`config.mk`:
```
export PLATFORM = sky130hd
export DESIGN_NAME = prbs_lfsr
export DESIGN_NICKNAME = d
export VERILOG_FILES = /design/src/rtl/prbs_pkg.sv /design/src/rtl/prbs_lfsr.sv
export SDC_FILE = /design/constraint.sdc
export NUM_CORES = 1
export LEC_CHECK = 0
export BUFFER_PORTS_ARGS = -buffer_cell sky130_fd_sc_hd__buf_4
export CORE_AREA = 2 2 39 41
export CTS_BUF_LIST = sky130_fd_sc_hd__clkbuf_8
export CTS_CLUSTER_SIZE = 14
export DETAILED_ROUTE_END_ITERATION = 10
export DIE_AREA = 0 0 41 43
export SYNTH_ARGS = -nofsm -noshare
export SYNTH_HDL_FRONTEND = slang
export SYNTH_SLANG_ARGS = --single-unit
```
`constraint.sdc`:
```
create_clock -name clk -period 0.9 [get_ports clk]
set_input_delay 0.045 -clock clk [delete_from_list [all_inputs] [get_ports clk]]
set_output_delay 0.045 -clock clk [all_outputs]
set_load 0.01 [all_outputs]
```
`src/rtl/prbs_pkg.sv`:
```
// Shared PRBS definitions: checker state encoding, standard tap masks and the
// feedback function used by both the generator and the checker LFSRs.
package prbs_pkg;

    typedef enum logic [1:0] {
        SEARCH,
        VERIFY,
        LOCKED
    } prbs_chk_state_t;

    localparam logic [6:0]  PRBS7_TAPS  = 7'b1100000;
    localparam logic [14:0] PRBS15_TAPS = 15'b110000000000000;

    // Callers zero-extend their register and mask to 32 bits
    function automatic logic prbs_fb(input logic [31:0] lfsr, input logic [31:0] taps);
        return ^(lfsr & taps);
    endfunction

endpackage

```
`src/rtl/prbs_lfsr.sv`:
```
// Fibonacci LFSR shared by the PRBS generator and checker; shifts left and
// inserts either its own feedback or an externally supplied bit.
module prbs_lfsr
    import prbs_pkg::*;
#(
    parameter int               WIDTH = 7,
    parameter logic [WIDTH-1:0] TAPS  = PRBS7_TAPS
) (
    input  logic             clk,
    input  logic             reset,
    input  logic             en,
    input  logic             load_bit,
    input  logic             use_load,
    output logic [WIDTH-1:0] state,
    output logic             fb
);

    assign fb = prbs_fb(32'(state), 32'(TAPS));

    always_ff @(posedge clk or negedge reset) begin
        if (!reset) begin
            state <= '0;
        end else if (en) begin
            state <= {state[WIDTH-2:0], (use_load ? load_bit : fb)};
        end
    end

endmodule

```
Yosys cells after proc, flatten, opt, wreduce, memory -nomap -nowiden. Cells that the tools add are included.

Flip-flop bits (word level): 7. Output and inout port bits: 8. Word-level logic and storage cells: 3.

Muxes and demuxes: 1. Reductions and logical operators: 1.

Operators by type and width (number): 32-bit parity (1); 1-bit two-way mux (1).

Logic depth before layout (Yosys ltp). Gate-level depths: netlist of the first run.

Depth in word-level cells: 2. Gate-level depth with buffers: 3. Gate-level depth less buffers: 2.

Least setup slack after synthesis of the first run. No wires, ideal clock.

Kind: register to register. Start point: register state[6]. End point: register state[0]. Data arrival time: 883 ps. Setup slack: -107 ps. Cell stages (with the launch flop): 3. Path buffers: 0. Cells stage by stage: dfrtp_1 xor2_1 a211o_1.

Longest elaborated chain between the ends: 2.

Ends and longest elaborated chain: start, declared (line prbs_lfsr.sv:14) `output logic [WIDTH-1:0] state,`; start signal, assigned (line prbs_lfsr.sv:24) `state <= {state[WIDTH-2:0], (use_load ? load_bit : fb)};`; 32-bit parity (line prbs_pkg.sv:16) `return ^(lfsr & taps);`; net fb (line prbs_lfsr.sv:15) `output logic fb`; 1-bit two-way mux (line prbs_lfsr.sv:24).

The timed path passes the listed nets, and every way through them passes these cells. A chain may end at the register's enable or synchronous reset.

Worst setup path after layout of the first run.
Start point: register state[5]. End point: output port fb.

Longest elaborated chain between the ends: 1.

Ends and longest elaborated chain (line): 32-bit parity (prbs_pkg.sv:16); end, declared (prbs_lfsr.sv:15).

Every way passes these cells.

==> results of run 1 <==
how the worst max path moves through the flow:
stage / start / to / slack (ns) / cells after the start
CTS: state[5] / fb / -0.17 / 3
detailed placement: state[6] / state[0] / -0.03 / 2
global placement: state[6] / state[0] / 0.0007 / 2
global route: state[5] / fb / -0.23 / 3
floorplan: state[6] / state[0] / -0.11 / 2
finish: state[5] / fb / -0.20 / 3
final cells by class:
cell class	count	area (µm²)
tap	16	20.0
fill	140	876
sequential	7	175
multi-input combinational	11	111
clock buffer	3	41.3
timing repair buffer	19	156
clock inverter	1	3.75
critical path, cell delays in order (launching register included):
cell and delay, ns:
dfrtp_1 0.40, xor2_2 0.18, buf_4 0.13, buf_6 0.11
cell families (layout without fill, tap and decap cells):
group | Yosys count | in the layout
compound gates | 1 | 1
buf+inv | 1 | 23
mux | 6 | 6
xor+xnor | 1 | 1
flops | 7 | 7
simple gates | 3 | 3
power by group through the flow:
stage          logic [mW]  clock network (mW)  registers [mW]
2_1_floorplan       0.212                   0           0.639
3_3_place_gp        0.740                   0           0.566
3_5_place_dp        0.763                   0           0.586
4_1_cts             0.952               0.439           0.580
5_1_grt              1.07               0.459           0.616
6_report            0.978               0.427           0.596
what timing repair did:
item,in CTS,in global routing
hold buffers,1,0
endpoints found under the setup margin,4,6
hold endpoints to repair,7,0
gates resized for setup,2,3
pin swaps,1,0
setup buffers,3,1
placed cells by master (no fill, tap or decap), drive strengths merged:
| master | Yosys | layout |
|---|---|---|
| dfrtp | 7 | 7 |
| xor2 | 1 | 1 |
| inv | 0 | 1 |
| buf | 1 | 18 |
| clkbuf | 0 | 3 |
| nor2b | 2 | 2 |
| dlygate4sd3 | 0 | 1 |
| and3 | 1 | 1 |
| mux2 | 6 | 6 |
| a211o | 1 | 1 |
metrics by stage:
stage	area (µm²)	utilization (%)	total power [mW]	TNS, ns	setup slack, ns
after floorplan	290	-	0.851	-0.107	-0.107
after global placement	412	29.7	1.31	0	0.000710
after global routing	508	36.7	2.14	-1.12	-0.229
final	508	36.7	2.00	-0.929	-0.200
after detailed placement	412	29.7	1.35	-0.0321	-0.0321
after CTS	497	35.9	1.97	-0.771	-0.167
layer usage:
metal	vias up	global-route usage, %	routed length [µm]
met3	0	7.85	75
met1	110	11.3	301
met2	15	15.0	317
met4	0	2.00	0
li1	107	-	-
met5	-	0	0
==> flow_summary.json, run 1 <==
{
  "status": "complete, but fails checks",
  "violations": "negative setup slack",
  "overflow": 0,
  "drv_slew": 0,
  "cts_tree": "yes",
  "ys_async_sr_fraction_pct": 100,
  "synth_cell_type_count": 7,
  "layoutNonFillerInstCount": 57,
  "synth_xor_area_share_pct": 3.02,
  "synth_most_common_cell": "dfrtp_1",
  "track_usage_pct": 10.2,
  "swShare_pct": 29.6,
  "p_switching_mw": 0.593,
  "r2r_cells": 3,
  "largest_register": "state",
  "cts_inserted_buffers": 3,
  "holdWs_ns": 0.147,
  "worstSetupPathType": "reg2out",
  "hold_viol_final": 0,
  "worst_slack_ns": -0.200,
  "ys_warn_count": 0,
  "synth_top_family_by_area": "multiplexers",
  "finalCriticalPeriod_ns": 1.10,
  "first_iter_violations": 4,
  "timing.rr.start": "state[5]",
  "hold_path_end": "state[5]",
  "rows": 14,
  "area_growth_syn_to_layout_pct": 75.0,
  "hold_path_depth": 2,
  "p_int_mw": 1.41,
  "yosys.area_share.simple_pct": 6.47,
  "io_pins": 13,
  "largest_register_ffs": 7,
  "r2r_end": "state[0]",
  "ys.flop_type": "dfrtp_1",
  "fin_worst_skew_ns": 0.00395,
  "routedWlPerCell_um": 12.2,
  "drt-total-wl_um": 694,
  "synth.top_cells.by_area": "dfrtp_1 (60%), mux2_2 (23%), nor2b_1 (4.3%), buf_6 (3.9%), a211o_1 (3.0%)",
  "synth_edf_count": 0,
  "clockRootBuffer": "clkbuf_8",
  "synth_cells": 19,
  "yosys_register_bits": 7,
  "cellLeakagePower_nw": 0.260,
  "rsz0062_at_grt": "true",
  "maxSlewHeadroom_pct": 91.3,
  "synth_fa_ha_area_share_pct": 0,
  "largestRegisters": "state (7)",
  "synth_area_um2": 290,
  "ir_drop_mv": 1.43,
  "synth_nets": 24,
  "worst_setup_path_start_kind": "register",
  "die_h_um": 43,
  "die_w_um": 41,
  "via_count": 232,
  "setup_viol": 6,
  "die_area_um2": 1760,
  "finish.net_count": 47,
  "syn_avg_cell_area_um2": 15.3,
  "ys_seq_area_share_pct": 60.3,
  "grt_pass1_vias": 255,
  "synth_compound_area_share_pct": 3.02,
  "hpwl_um": 477,
  "p_seq_share_pct": 29.8,
  "cts_htree_levels": 1,
  "initial_core_util_pct": 21.0,
  "drive_gt1_share_pct": 68.3,
  "grt_max_degree": 10,
  "core-area_um2": 1380,
  "num_antenna_cells": 0,
  "clock.fmax_mhz": 909,
  "tightest_slew_ns": 0.130,
  "drc": 0,
  "first_pass_iters": 4,
  "hp-start": "en",
  "critPathArrivalTime_ns": 1.05,
  "cts_max_path_buffers": 2,
  "clk_pin_slew_ns": 0.04,
  "dpl.cell_count": 49,
  "synth_largest_area_cell": "dfrtp_1",
  "synth_top_area_share_pct": 60.3,
  "fin_crit_sh_pct": 122,
  "hold_class": "in2reg",
  "grt_pass1_wl_um": 1130,
  "insertion_delay_ns": 0.23,
  "combPwrFrac_pct": 48.9,
  "port-buffer-count": 12,
  "cp.required_ns": 0.85,
  "synthTopCellsByCount": "dfrtp_1 (7), mux2_2 (6), nor2b_1 (2)",
  "antenna_found_initial": 0,
  "drtAntennaViolNets": 0,
  "cp_max_fo": 2,
  "r2r_slack_ns": -0.17,
  "cts_sinks": 7,
  "place_congestion": 0.544,
  "end_kind": "output port",
  "p_per_area_nw_per_um2": 3940,
  "maxCapViolations": 0,
  "synth_mux_area_share_pct": 23.3,
  "vias_per_cell": 4.07,
  "pwr-share-clk_pct": 21.4
}
Power figures use the tool's default switching activity.
==> run 2: changes to the inputs <==
--- a/config.mk
+++ b/config.mk
@@ -11,6 +11,7 @@
 export CTS_CLUSTER_SIZE = 14
 export DETAILED_ROUTE_END_ITERATION = 10
 export DIE_AREA = 0 0 41 43
+export GPL_TIMING_DRIVEN = 0
 export SYNTH_ARGS = -nofsm -noshare
 export SYNTH_HDL_FRONTEND = slang
 export SYNTH_SLANG_ARGS = --single-unit
==> flow_summary.json, run 2 (synthesized netlist as in run 1, its figures left out) <==
{
  "finalSetupTns_ns": -0.295,
  "antenna_found_initial": 0,
  "hold_class": "in2reg",
  "cp_max_fo": 2,
  "io_pins": 13,
  "overflow": 0,
  "fin_worst_skew_ns": 0.00212,
  "hold_viol_final": 0,
  "critPathArrivalTime_ns": 0.95,
  "stdcell_area_um2": 470,
  "power.total_mw": 1.72,
  "cts_inserted_buffers": 3,
  "via_count": 217,
  "grt_pass1_vias": 228,
  "area_growth_syn_to_layout_pct": 62.1,
  "setup_viol": 6,
  "place_congestion": 0.571,
  "grt_max_degree": 10,
  "violations": "negative setup slack",
  "worst_slack_ns": -0.0965,
  "drv_slew": 0,
  "rsz0062_at_grt": "true",
  "first_iter_violations": 3,
  "ir_drop_mv": 1.23,
  "rows": 14,
  "mostFrequentLayoutCells": "buf_4 (13), dfrtp_1 (7), mux2_2 (6)",
  "largest_register": "state",
  "cts_htree_levels": 1,
  "status": "complete, but fails checks",
  "area.sequential_um2": 175,
  "vias_per_cell": 4.09,
  "routedWlPerCell_um": 11.9,
  "clock.fmax_mhz": 1000,
  "initial_core_util_pct": 21.0,
  "cts_max_path_buffers": 2,
  "cts_tree": "yes",
  "die_area_um2": 1760,
  "final_common_cell": "buf_4",
  "maxCapViolations": 0,
  "die_w_um": 41,
  "maxSlewHeadroom_pct": 91.3,
  "finalCriticalPeriod_ns": 0.997,
  "cellLeakagePower_nw": 0.238,
  "insertion_delay_ns": 0.22,
  "dpl_cell_area_um2": 393,
  "clk_pin_slew_ns": 0.04,
  "worst_setup_path_start_kind": "register",
  "first_pass_iters": 2,
  "end_kind": "output port",
  "post-route-util_pct": 34.0,
  "cp.required_ns": 0.85,
  "p_per_area_nw_per_um2": 3660,
  "hpwl_um": 453,
  "core-area_um2": 1380,
  "tightest_slew_ns": 0.130,
  "cts_sinks": 7,
  "fill_cells": 136,
  "multi_input_area_um2": 111,
  "largest_register_ffs": 7,
  "largestRegisters": "state (7)",
  "die_h_um": 43,
  "drive_gt1_share_pct": 64.9,
  "fin_crit_sh_pct": 111,
  "worstSetupPathType": "reg2out",
  "track_usage_pct": 8.81,
  "holdWs_ns": 0.110,
  "num_antenna_cells": 0,
  "port-buffer-count": 11,
  "drtAntennaViolNets": 0,
  "drt-total-wl_um": 631,
  "clockRootBuffer": "clkbuf_8",
  "drc": 0,
  "grt_pass1_wl_um": 945,
  "finish.net_count": 43
}
==> run 2: cell types whose count changed in the layout (fill, tap and decap cells not counted) <==
cell / previous run / this run
buf_4: 15 / 13
buf_6: 3 / 1
==> run 2: cell type report <==
class / instances / area share [%]
Clock inverter: 1 / 0.798
Sequential cell: 7 / 37.2
Timing Repair Buffer: 14 / 22.9
Tap cell: 16 / 4.26
Multi-Input combinational cell: 11 / 23.7
Clock buffer: 3 / 8.78
Buffer: 1 / 2.39
==> run 2: where the power goes <==
| group | leakage (nW) | switching, mW | internal [mW] |
|---|---|---|---|
| combinational | 0.125 | 0.274 | 0.442 |
| sequential | 0.0865 | 0.118 | 0.465 |
| clock | 0.0269 | 0.130 | 0.294 |
==> run 2: metrics by stage <==
stage / instances / setup WS (ns)
final: 53 / -0.0965
after global routing: 53 / -0.129
after CTS: 53 / -0.103
after detailed placement: 46 / -0.0565
after global placement: 46 / -0.0264
after floorplan: 19 / -0.107
==> run 2: worst paths after layout <==
kind	start	endpoint	slack, ns	cells past startpoint
setup reg to reg	state[5]	state[0]	-0.06	2
hold reg to reg	state[2]	state[2]	0.53	1
min in group asynchronous	reset	state[6]	0.17	2
max in group asynchronous	reset	state[0]	0.61	2
hold / removal	en	state[2]	0.11	2
setup / recovery	state[5]	fb	-0.1	2
==> run 2: repair_timing <==
action,4_1_cts,5_1_grt
setup buffers,2,0
hold buffers,1,0
gates resized for setup,0,1
endpoints found under the hold margin,7,0
pin swaps,1,0
setup endpoints to repair,2,6
==> run 2: worst max-delay path, stage by stage (launching register included) <==
cell	delay (ns)
dfrtp_1	0.40
xor2_2	0.19
buf_4	0.15
==> run 2: layer usage <==
metal / wire (µm) / share of wire [%] / GRT usage [%] / vias up
met3: 65 / 10 / 5.24 / 2
met2: 280 / 44 / 11.3 / 13
li1: - / - / - / 100
met4: 8 / 1.3 / 8.00 / 0
met1: 275 / 44 / 9.60 / 102
met5: 0 / 0 / 0 / -
